**config.mk**
```make
export PLATFORM = sky130hd
export DESIGN_NAME = mac_stop_ctrl
export DESIGN_NICKNAME = d
export VERILOG_FILES = /design/src/rtl/mac_stop_ctrl.sv
export SDC_FILE = /design/constraint.sdc
export NUM_CORES = 2
export LEC_CHECK = 0
export BUFFER_PORTS_ARGS = -buffer_cell sky130_fd_sc_hd__buf_2
export CAP_MARGIN = 20
export CORE_UTILIZATION = 35
export CTS_CLUSTER_SIZE = 28
export DETAILED_ROUTE_END_ITERATION = 10
export HOLD_SLACK_MARGIN = 0.15
export SLEW_MARGIN = 0
export SYNTH_ARGS = -nofsm -noshare
export SYNTH_HDL_FRONTEND = slang
export SYNTH_SLANG_ARGS = --single-unit
```
**constraint.sdc**
```tcl
create_clock -name clk -period 21.2 [get_ports clk]
set_input_delay 1.06 -clock clk [delete_from_list [all_inputs] [get_ports clk]]
set_output_delay 1.06 -clock clk [all_outputs]
set_load 0.02 [all_outputs]
```
**src/rtl/mac_stop_ctrl.sv**
```systemverilog
// Sequencer for C = A x B over external single-cycle-read memories.
// One multiply-accumulate per cycle. A stop request aborts the run from any busy state.
module mac_stop_ctrl #(
    parameter int M                        = 4,
    parameter int K                        = 4,
    parameter int N                        = 4,
    parameter int DATA_WIDTH_INIT_MATRIX   = 32,
    parameter int DATA_WIDTH_RESULT_MATRIX = 2*DATA_WIDTH_INIT_MATRIX + $clog2(K)
) (
    input  logic                                    clk,
    input  logic                                    reset,
    input  logic                                    start,
    input  logic                                    stop,
    output logic                                    busy,
    output logic                                    done,
    input  logic [DATA_WIDTH_INIT_MATRIX-1:0]       mem_data_a,
    input  logic [DATA_WIDTH_INIT_MATRIX-1:0]       mem_data_b,
    output logic [(M > 1 ? $clog2(M) : 1)-1:0]      row_addr_a,
    output logic [(K > 1 ? $clog2(K) : 1)-1:0]      col_addr_a,
    output logic [(K > 1 ? $clog2(K) : 1)-1:0]      row_addr_b,
    output logic [(N > 1 ? $clog2(N) : 1)-1:0]      col_addr_b,
    output logic [(M > 1 ? $clog2(M) : 1)-1:0]      row_addr_c,
    output logic [(N > 1 ? $clog2(N) : 1)-1:0]      col_addr_c,
    output logic                                    matrix_a_re,
    output logic                                    matrix_b_re,
    output logic                                    matrix_c_we,
    output logic [DATA_WIDTH_RESULT_MATRIX-1:0]     data_out_c
);

    // state | meaning
    // IDLE  | waiting for start
    // ACCUM | one A*B product per cycle over k for element (i,j)
    // WRITE | accumulator presented to C at (i,j)
    // DONE  | one-cycle completion pulse

    localparam int DW   = DATA_WIDTH_INIT_MATRIX;
    localparam int DWR  = DATA_WIDTH_RESULT_MATRIX;
    localparam int AW_M = (M > 1) ? $clog2(M) : 1;
    localparam int AW_K = (K > 1) ? $clog2(K) : 1;
    localparam int AW_N = (N > 1) ? $clog2(N) : 1;

    // A unit dimension leaves its counter pinned at 0 because LAST is 0.
    localparam logic [AW_M-1:0] M_LAST = AW_M'(M-1);
    localparam logic [AW_K-1:0] K_LAST = AW_K'(K-1);
    localparam logic [AW_N-1:0] N_LAST = AW_N'(N-1);
    localparam logic [AW_M-1:0] M_ONE  = AW_M'(1);
    localparam logic [AW_K-1:0] K_ONE  = AW_K'(1);
    localparam logic [AW_N-1:0] N_ONE  = AW_N'(1);

    typedef enum logic [1:0] {IDLE, ACCUM, WRITE, DONE} state_t;

    state_t           state, state_nxt;
    logic [AW_M-1:0]  i, i_nxt;
    logic [AW_K-1:0]  k, k_nxt;
    logic [AW_N-1:0]  j, j_nxt;
    logic [DWR-1:0]   acc, acc_nxt;
    logic [2*DW-1:0]  prod;
    logic [DWR-1:0]   acc_base;

    assign prod     = {{DW{1'b0}}, mem_data_a} * {{DW{1'b0}}, mem_data_b};
    assign acc_base = (k == '0) ? '0 : acc;

    always_ff @(posedge clk or posedge reset) begin
        if (reset) begin
            state <= IDLE;
            i     <= '0;
            j     <= '0;
            k     <= '0;
            acc   <= '0;
        end else begin
            state <= state_nxt;
            i     <= i_nxt;
            j     <= j_nxt;
            k     <= k_nxt;
            acc   <= acc_nxt;
        end
    end

    always_comb begin
        state_nxt   = state;
        i_nxt       = i;
        j_nxt       = j;
        k_nxt       = k;
        acc_nxt     = acc;
        busy        = (state != IDLE);
        done        = 1'b0;
        matrix_a_re = 1'b0;
        matrix_b_re = 1'b0;
        matrix_c_we = 1'b0;
        data_out_c  = '0;
        case (state)
            IDLE: begin
                if (start && !stop) begin
                    i_nxt     = '0;
                    j_nxt     = '0;
                    k_nxt     = '0;
                    state_nxt = ACCUM;
                end
            end
            ACCUM: begin
                matrix_a_re = 1'b1;
                matrix_b_re = 1'b1;
                if (stop) begin
                    state_nxt = IDLE;
                end else begin
                    acc_nxt = acc_base + DWR'(prod);
                    if (k == K_LAST) begin
                        k_nxt     = '0;
                        state_nxt = WRITE;
                    end else begin
                        k_nxt = k + K_ONE;
                    end
                end
            end
            WRITE: begin
                matrix_c_we = !stop;
                data_out_c  = acc;
                if (stop) begin
                    state_nxt = IDLE;
                end else if (j == N_LAST) begin
                    j_nxt = '0;
                    if (i == M_LAST) begin
                        i_nxt     = '0;
                        state_nxt = DONE;
                    end else begin
                        i_nxt     = i + M_ONE;
                        state_nxt = ACCUM;
                    end
                end else begin
                    j_nxt     = j + N_ONE;
                    state_nxt = ACCUM;
                end
            end
            DONE: begin
                done      = !stop;
                state_nxt = IDLE;
            end
            default: state_nxt = IDLE;
        endcase
    end

    assign row_addr_a = i;
    assign col_addr_a = k;
    assign row_addr_b = k;
    assign col_addr_b = j;
    assign row_addr_c = i;
    assign col_addr_c = j;

endmodule

```
==> flow_metrics.py <==
metrics = {
    "critical_path": {
        "r2r-end": "acc[59]$_DFFE_PP0P_",
        "critPathSlowestCell": "buf_4",
        "endpoint": "acc[59]$_DFFE_PP0P_",
        "worstPathRequired_ns": 21.44,
        "path_common_cell": "inv_1",
        "ff2ff_path_depth": 30,
        "crit_path_max_incr_delay_ns": 0.62,
        "crit_path_end_kind": "register",
        "rr_startpoint": "col_addr_a[0]$_DFFE_PP0P_",
        "worst-path-max-fanout": 67,
        "start_kind": "register",
        "arrival_ns": 9.09,
        "r2r_slack_ns": 12.35,
        "criticalPathCategory": "register to register",
        "startpoint": "col_addr_a[0]$_DFFE_PP0P_",
    },
    "placed_design": {
        "place_hpwl_mm": 88.0,
        "io_buffers": 150,
        "dpl_cell_area_um2": 40800,
        "gp_congestion": 0.893,
        "dp_cells": 5804,
    },
    "clock_network": {
        "post_cts_buffers": 0,
        "ctsHoldBuffers": 0,
        "cts_tree": "done",
        "cts_buffer_depth": 2,
        "cts.sinks": 74,
        "cts_resized": 0,
        "insertion_delay_ns": 0.37,
        "clkTransAtPathRegs_ns": 0.07,
        "clockRootBuffer": "clkbuf_16",
        "cts_buffers": 9,
        "htreeDepth": 3,
    },
    "logic_synthesis": {
        "ys_seq_area_frac": 0.0474,
        "synth_async_sr_flop_share": 1.00,
        "syn_nets": 5692,
        "netlist_area_um2": 39100,
        "synth_flop_cell": "dfrtp_1",
        "ys_warn_count": 0,
        "avgSynthCellArea_um2": 8.87,
        "syn_inst": 4405,
        "yosysUniqueCellTypes": 72,
        "synth_seq_cells": 74,
        "synth_edf_count": 0,
    },
    "die": {
        "ios": 151,
        "rows": 122,
        "core-area_um2": 111000,
        "start_util": 0.353,
        "die_w_um": 336,
        "dieArea_um2": 113000,
        "die_h_um": 336,
    },
    "global_routing": {
        "grt_busiest_layer": "met2",
        "grt_pass1_vias": 31080,
        "grt_max_degree": 68,
        "grt_pass1_wl_mm": 177,
        "use_met1": 0.297,
        "grt_use_met3": 0.0200,
        "overflow": 0,
        "use_met2": 0.317,
        "grt_usage": 0.200,
        "antenna_found_initial": 5,
    },
    "detailed_routing": {
        "ant_nets": 0,
        "avgViaCountPerCell": 4.86,
        "drc": 0,
        "drt-total-wl_mm": 107,
        "dr.pass1.iters": 6,
        "vias": 28283,
        "wl_per_cell_um": 18.4,
        "drt-initial-drc-count": 1819,
    },
    "status": {
        "status": "completed",
    },
    "sta": {
        "final_hold_viol_count": 0,
        "grt_setup_unrepaired": "false",
        "finalSetupTns_ns": 0,
        "fin_worst_skew_ns": 0.0147,
        "fmax_mhz": 113,
        "fin_crit_sh": 0.417,
        "worstMarginPinSlew_ns": 0.913,
        "period_minus_slack_ns": 8.85,
        "final-setup-viol-count": 0,
        "slew_viol_final": 0,
        "hold_ws_ns": 0.492,
        "maxSlewHeadroom": 0.391,
    },
    "finish": {
        "nNetsFinal": 5614,
        "final_cell_mix": "inv_1, fa_1, nand2_1",
        "drive_gt1_frac": 0.0492,
        "area_growth_pct": 5.41,
        "fin_area_um2": 41200,
        "layout.cells.most_common": "inv_1",
        "stdcell_count": 5823,
    },
    "flow_run": {
        "cap_violations": 0,
    },
    "hold_path": {
        "hp-class": "register to register",
    },
}
==> how the worst min path moves through the flow <==
stage / start / endpoint / slack, ns / depth (start not counted)
floorplan: acc[0]$_DFFE_PP0P_ / acc[0]$_DFFE_PP0P_ / 0.45 / 2
global placement: acc[0]$_DFFE_PP0P_ / acc[0]$_DFFE_PP0P_ / 0.47 / 2
detailed placement: acc[0]$_DFFE_PP0P_ / acc[0]$_DFFE_PP0P_ / 0.48 / 2
CTS: acc[0]$_DFFE_PP0P_ / acc[0]$_DFFE_PP0P_ / 0.50 / 2
global route: acc[0]$_DFFE_PP0P_ / acc[0]$_DFFE_PP0P_ / 0.53 / 2
finish: acc[0]$_DFFE_PP0P_ / acc[0]$_DFFE_PP0P_ / 0.49 / 2
==> cell families after synthesis <==
kind of cell | after synthesis | share of synthesized area
buffers and inverters | 1314 | 0.127
muxes | 4 | 0.00109
AOI/OAI and AO/OA | 312 | 0.0518
adders and majority gates | 1219 | 0.575
and+or+nand+nor | 1431 | 0.186
xor gates and xnor gates | 51 | 0.0114
DFF | 74 | 0.0474
==> worst max-delay path, delay by kind of cell, from the launching register on <==
| kind | cells | cell delay [ns] |
|---|---|---|
| buf+inv | 10 | 1.13 |
| xor+xnor | 1 | 0.17 |
| compound gates | 8 | 1.96 |
| simple gates | 1 | 0.24 |
| flops | 1 | 0.44 |
| fa+ha+maj | 10 | 4.71 |
==> area by class of cell <==
| type | instances | area (um2) |
|---|---|---|
| multi-input combinational | 3017 | 32300 |
| clock inverter | 7 | 141 |
| tap | 1488 | 1860 |
| clock buffer | 9 | 225 |
| sequential | 74 | 1850 |
| inverter | 1063 | 3990 |
| timing repair buffer | 162 | 841 |
| antenna | 3 | 7.51 |
| fill | 11324 | 69500 |
==> through the flow <==
stage          utilization  setup WS (ns)
4_1_cts              0.372          12.33
3_5_place_dp         0.369          12.25
5_1_grt              0.372          11.89
6_report             0.372          12.35
2_1_floorplan            -          13.34
3_3_place_gp         0.369          12.23
==> Yosys cell counts, drive strengths merged (4+ instances only) <==
cell type     n  area, um2
a31o          5       43.8
nand3        17       90.1
xnor2        33        289
nor2         54        203
a21boi        5       37.5
a221o         5       50.1
o31ai        12       95.1
a211o         4       35.0
and3          7       45.1
a21oi        83        434
o21ai        94        474
nor3         14       75.1
o21a          9       67.6
a31oi         5       31.3
clkbuf      229        862
and2        594       3720
inv        1063       3990
nor2b        55        344
o21bai       14        105
ha          257       3220
nand2b       23        144
a21o         31        235
or2           4       25.0
fa          962      19300
buf          22        123
nand2       629       2360
dfrtp        74       1850
o211ai        6       50.1
xor2         18        158
and4          4       35.0
nand4        19        119
a211oi       14        120
==> registers in the layout, summed over array words and instances (netlist names) <==
name and cells:
acc 66, col_addr_a 2, col_addr_b 2, row_addr_a 2, state 2
==> layer usage <==
metal | part of all wire | wire [um]
met2 | 0.45 | 48600
met3 | 0.052 | 5570
met5 | 0.000084 | 9
met1 | 0.48 | 51400
met4 | 0.017 | 1870
Power is left out: the tool's default activity adds up to more than one toggle a clock period on the data nets, which glitch-free logic cannot reach.
